[config.mk]
export PLATFORM = sky130hd
export DESIGN_NAME = barrel_controller
export DESIGN_NICKNAME = d
export VERILOG_FILES = /design/src/rtl/barrel_controller.sv
export SDC_FILE = /design/constraint.sdc
export NUM_CORES = 1
export LEC_CHECK = 0
export ABC_CLOCK_PERIOD_IN_PS = 5300
export BUFFER_PORTS_ARGS = -buffer_cell sky130_fd_sc_hd__buf_2
export CAP_MARGIN = 20
export CORE_ASPECT_RATIO = 0.8
export CORE_UTILIZATION = 50
export DETAILED_ROUTE_END_ITERATION = 6
export PLACE_DENSITY = 0.76
export SLEW_MARGIN = 20
export SYNTH_ARGS = -nofsm -noshare
export SYNTH_HDL_FRONTEND = slang
export SYNTH_SLANG_ARGS = --single-unit
[constraint.sdc]
create_clock -name Clk -period 5.3 [get_ports Clk]
set_clock_uncertainty 0.1 [all_clocks]
set_input_delay 0.53 -clock Clk [delete_from_list [all_inputs] [get_ports Clk]]
set_output_delay 0.53 -clock Clk [all_outputs]
set_load 0.1 [all_outputs]
[src/rtl/barrel_controller.sv]
// rtl/barrel_controller.sv - two-barrel spawn/zig-zag path generator for the collision checker
module barrel_controller #(
  parameter logic [9:0] SPAWN_X       = 10'd40,
  parameter logic [9:0] SPAWN_Y       = 10'd80,
  parameter logic [9:0] RIGHT_EDGE    = 10'd600,
  parameter logic [9:0] ROLL_SPEED    = 10'd2,
  parameter logic [9:0] FALL_SPEED    = 10'd3,
  parameter logic [9:0] PLATFORM_DROP = 10'd80,
  parameter logic [9:0] FLOOR_Y       = 10'd400,
  parameter logic [7:0] SPAWN_PERIOD  = 8'd120,
  parameter logic [9:0] PARK_X        = 10'd1000,
  parameter logic [9:0] PARK_Y        = 10'd1000
) (
  input  logic       Clk,
  input  logic       Reset_n,
  input  logic       frame_tick,
  input  logic       enable,
  input  logic       collision,
  output logic [9:0] barrel1x,
  output logic [9:0] barrel1y,
  output logic [9:0] barrel2x,
  output logic [9:0] barrel2y,
  output logic       barrel1_active,
  output logic       barrel2_active,
  output logic       hit
);

  localparam logic [2:0] IDLE   = 3'd0;
  localparam logic [2:0] ROLL_R = 3'd1;
  localparam logic [2:0] FALL_R = 3'd2;
  localparam logic [2:0] ROLL_L = 3'd3;
  localparam logic [2:0] FALL_L = 3'd4;

  logic [2:0] st [2];
  logic [9:0] px [2];
  logic [9:0] py [2];
  logic [9:0] ty [2];
  logic [7:0] cnt;

  logic       tick;
  logic       any_active;
  logic       take_hit;
  logic       spawn_ready;
  logic [1:0] spawn_sel;

  assign tick        = frame_tick & enable;
  assign any_active  = (st[0] != IDLE) | (st[1] != IDLE);
  assign take_hit    = tick & collision & any_active;
  assign spawn_ready = (cnt == SPAWN_PERIOD - 8'd1);

  // Idle status is sampled before movement, so a despawn this tick cannot be refilled until the next one.
  assign spawn_sel[0] = tick & ~take_hit & spawn_ready & (st[0] == IDLE);
  assign spawn_sel[1] = tick & ~take_hit & spawn_ready & (st[1] == IDLE) & (st[0] != IDLE);

  always_ff @(posedge Clk or negedge Reset_n) begin
    if (!Reset_n) begin
      for (int i = 0; i < 2; i++) begin
        st[i] <= IDLE;
        px[i] <= PARK_X;
        py[i] <= PARK_Y;
        ty[i] <= PARK_Y;
      end
      cnt <= 8'd0;
      hit <= 1'b0;
    end else begin
      hit <= take_hit;
      if (take_hit) begin
        for (int i = 0; i < 2; i++) begin
          st[i] <= IDLE;
          px[i] <= PARK_X;
          py[i] <= PARK_Y;
        end
        cnt <= 8'd0;
      end else if (tick) begin
        for (int i = 0; i < 2; i++) begin
          case (st[i])
            IDLE: begin
              if (spawn_sel[i]) begin
                st[i] <= ROLL_R;
                px[i] <= SPAWN_X;
                py[i] <= SPAWN_Y;
              end
            end
            ROLL_R: begin
              // Thresholds are compared against pre-subtracted constants so nothing wraps.
              if (px[i] >= RIGHT_EDGE - ROLL_SPEED) begin
                px[i] <= RIGHT_EDGE;
                ty[i] <= py[i] + PLATFORM_DROP;
                st[i] <= FALL_R;
              end else begin
                px[i] <= px[i] + ROLL_SPEED;
              end
            end
            ROLL_L: begin
              if (px[i] <= SPAWN_X + ROLL_SPEED) begin
                px[i] <= SPAWN_X;
                ty[i] <= py[i] + PLATFORM_DROP;
                st[i] <= FALL_L;
              end else begin
                px[i] <= px[i] - ROLL_SPEED;
              end
            end
            FALL_R, FALL_L: begin
              if (py[i] >= ty[i] - FALL_SPEED) begin
                if (ty[i] >= FLOOR_Y) begin
                  st[i] <= IDLE;
                  px[i] <= PARK_X;
                  py[i] <= PARK_Y;
                end else begin
                  py[i] <= ty[i];
                  st[i] <= (st[i] == FALL_R) ? ROLL_L : ROLL_R;
                end
              end else begin
                py[i] <= py[i] + FALL_SPEED;
              end
            end
            default: begin
              st[i] <= IDLE;
              px[i] <= PARK_X;
              py[i] <= PARK_Y;
            end
          endcase
        end
        if (spawn_ready) begin
          if (spawn_sel != 2'b00) cnt <= 8'd0;
        end else begin
          cnt <= cnt + 8'd1;
        end
      end
    end
  end

  assign barrel1x       = px[0];
  assign barrel1y       = py[0];
  assign barrel2x       = px[1];
  assign barrel2y       = py[1];
  assign barrel1_active = (st[0] != IDLE);
  assign barrel2_active = (st[1] != IDLE);

endmodule
==> key figures <==
Outcome
  • Status: completed

Cells and area
  • Most common cell after layout, fill and taps aside: nand2_1
  • Layout Nets: 768
  • Fillers: 990
  • Post-layout util: 57.60%
  • Area grow syn2layout: 10.03%
  • Layout cells sized above 1: 17.87%
  • Final instance area: 6395 um2
  • Ant. Diodes: 0
  • Most frequent cells in the layout: nand2_1, nor2_1, o21ai_0, buf_2, a21oi_1

Logic synthesis
  • Post-Synth XOR/XNOR Area: 6.781%
  • Post-synthesis sequential element count: 73
  • Compound-cell area share of the yosys netlist: 24.65%
  • Main combinational cell family by area after synthesis: compound AO/OA/AOI/OAI gates
  • Number of flops mapped to enable cells by yosys: 0
  • Cell variety after synth: 75
  • Cell area after synthesis: 5812 um2
  • Post-Synth Simple-Gate Area: 21.23%
  • Synth warnings: 0
  • Asr flop ratio synth: 100.0%
  • Sequential area share after synthesis: 32.21%
  • Post-synthesis mux area share: 3.122%
  • Post-synthesis cell count: 705
  • Top FF cell, synth: dfrtp_1
  • Synth Area in Adders: 7.535%
  • Syn Area/Cell: 8.244 um2

GRT
  • Initial antenna violation count: 0
  • First-pass GRT wire length: 25770 um
  • Grt ovf: 0
  • Largest net degree at the start of global routing: 74
  • Vias in the first global route: 5253
  • Tot GR Track Use: 26.70%

Setup path
  • Element type at the critical path end: register
  • Maximum fanout along the worst path: 11
  • CP Data Arrival Time: 3830 ps
  • CP Launch Type: register
  • Crit path required time: 5420 ps
  • Kind of critical path: register to register

Drt
  • Number of routed nets with antenna violations: 0
  • Total wire length: 15390 um
  • Initial DRC count: 570
  • DR vias: 5541
  • Iteration count of the initial detailed-routing pass: 5
  • Via density: 6.318
  • DR DRC count: 0
  • Routed len/inst: 17.55 um

Clock tree
  • PostCTS Resize Cnt: 0
  • Cts bufs inserted: 9
  • Clk_lat worst skew: 340 ps
  • Clock tree root driver cell: clkbuf_16
  • Clock sinks: 73
  • CTS tree: done
  • # H-tree levels: 3
  • Clk buf depth: 2
  • Cts hold-fix bufs: 0
  • Setup Buffers After CTS: 0
  • Worst-path clk slew: 60 ps

Die
  • Initial Utilization: 52.34%
  • IO Pins: 48
  • Cell row count: 34
  • Width of the chip: 122.5 um
  • CORE AREA: 11100 um2
  • Die Y: 98.43 um
  • Die area: 12060 um2

Timing
  • Worst-margin pin slew: 934.8 ps
  • Worst slew margin: 37.68%
  • Final hold slack: 216.8 ps
  • Unrepaired setup endpoints after global routing: false
  • Final count of hold timing violations: 0
  • Tmin final: 3705 ps
  • Total Neg Setup Slack: 0 ps
  • Slew Limit Fails: 0
  • Final setup viols: 0
  • F_max: 269.9 MHz
  • Final Cycle Share: 69.91%

Job
  • Max-cap violations: 0

Place
  • Dpl hpwl: 10870 um
  • GP Congestion: 0.9198
  • Post-place instance area: 6087 um2
  • PortBufs: 45

Hold path
  • HP Class: input port to asynchronous set/reset pin
==> state kept, by name, summed over array words and instances (netlist names) <==
signal	flops
cnt	8
hit	1
barrel2y	10
ty	20
st	6
barrel1y	10
barrel2x	9
barrel1x	9
==> area by class of cell <==
class / count / area, um2 / area share [%]
multi-input cells: 570 / 3687 / 57.66
clock buffers: 12 / 256.5 / 4.011
well taps: 144 / 180.2 / 2.817
inverters: 26 / 97.59 / 1.526
clock inverters: 4 / 51.30 / 0.8022
flip-flops and latches: 73 / 1872 / 29.27
repair buffers: 48 / 250.2 / 3.913
==> per-layer routing <==
layer  part of all wire (%)  up-vias  wire [um]  track usage [%]
met5                      0        -          0                0
met1                     46     2650       7053            37.35
met3                    7.0       26       1072            6.308
li1                       -     2620          -                -
met2                     46      245       7068            41.66
met4                    1.3        0        196            6.379
==> critical path, cell delays in order (launching register included) <==
cell and delay (ps):
dfrtp_1 420, a21oi_1 240, nand2b_1 130, nor4_1 310, xnor2_1 110, ha_1 200, a2111oi_0 450, o21a_1 190
o21ai_0 180, and2_1 380, a22oi_2 470, mux2_2 400
==> cells by family (layout without fill, tap and decap cells) <==
| family | after synthesis | in the layout |
|---|---|---|
| adder cells (fa/ha/maj) | 35 | 35 |
| buffers and inverters | 63 | 90 |
| XOR/XNOR | 45 | 45 |
| multiplexers | 17 | 17 |
| AND/OR/NAND/NOR | 259 | 259 |
| flip-flops | 73 | 73 |
| other | 1 | 2 |
| AO/OA/AOI/OAI | 212 | 212 |
==> path summary, 6_finish.rpt <==
path                            startpoint           to  slack [ps]  depth (start not counted)
worst max-delay path                 ty[1]  barrel2x[2]        1590                         11
worst min-delay path               Reset_n       cnt[3]         220                          1
worst max register to register       ty[1]  barrel2x[2]        1590                         11
worst min register to register      cnt[6]       cnt[6]         390                          1
max in group asynchronous          Reset_n       ty[10]        4260                          1
min in group Clk                    cnt[6]       cnt[6]         390                          1
==> cell usage after synthesis, types with 3 or more instances <==
master    instances  area [um2]
ha_1             35       437.9
a31oi_1          14       87.58
nor2_1           60       225.2
a211oi_1         10       75.07
or4_1             3       22.52
a211o_1           3       26.28
buf_4             3       22.52
and3_1            7       43.79
a22o_1            4       35.03
xnor2_1          27       236.5
a21o_1            4       30.03
dfstp_2          36       945.9
mux2i_1           8       80.08
o31ai_1          16       120.1
o22ai_1           3       18.77
nor2b_1           5       31.28
xor2_1           18       157.7
nor3b_1           4       30.03
nor4_1            9       56.30
nand4_1           3       18.77
nand3_1          29       145.1
o41ai_1           4       35.03
nand2_1          83       311.6
a31o_2            3       26.28
mux2_2            9       101.4
o211ai_1         15       112.6
a21oi_1          39       195.2
buf_1             3       11.26
nor3_1           26       130.1
and2_1            5       31.28
a221o_1           3       30.03
o21a_1            3       22.52
inv_2             3       11.26
nand2b_1          8       50.05
clkbuf_1         29       108.9
or2_2             5       31.28
o21ai_0          59       295.3
dfrtp_1          37       925.9
inv_1            23       86.33
==> per-stage QoR <==
| step | setup WS, ps | std cells |
|---|---|---|
| 2_1_floorplan | 2153 | 706 |
| 3_3_place_gp | 1800 | 861 |
| 3_5_place_dp | 1660 | 861 |
| 4_1_cts | 1616 | 877 |
| 5_1_grt | 1302 | 877 |
| 6_report | 1595 | 877 |
Power is not shown: default switching activity piles up to over one toggle a cycle in this logic, so the estimate is an artifact.
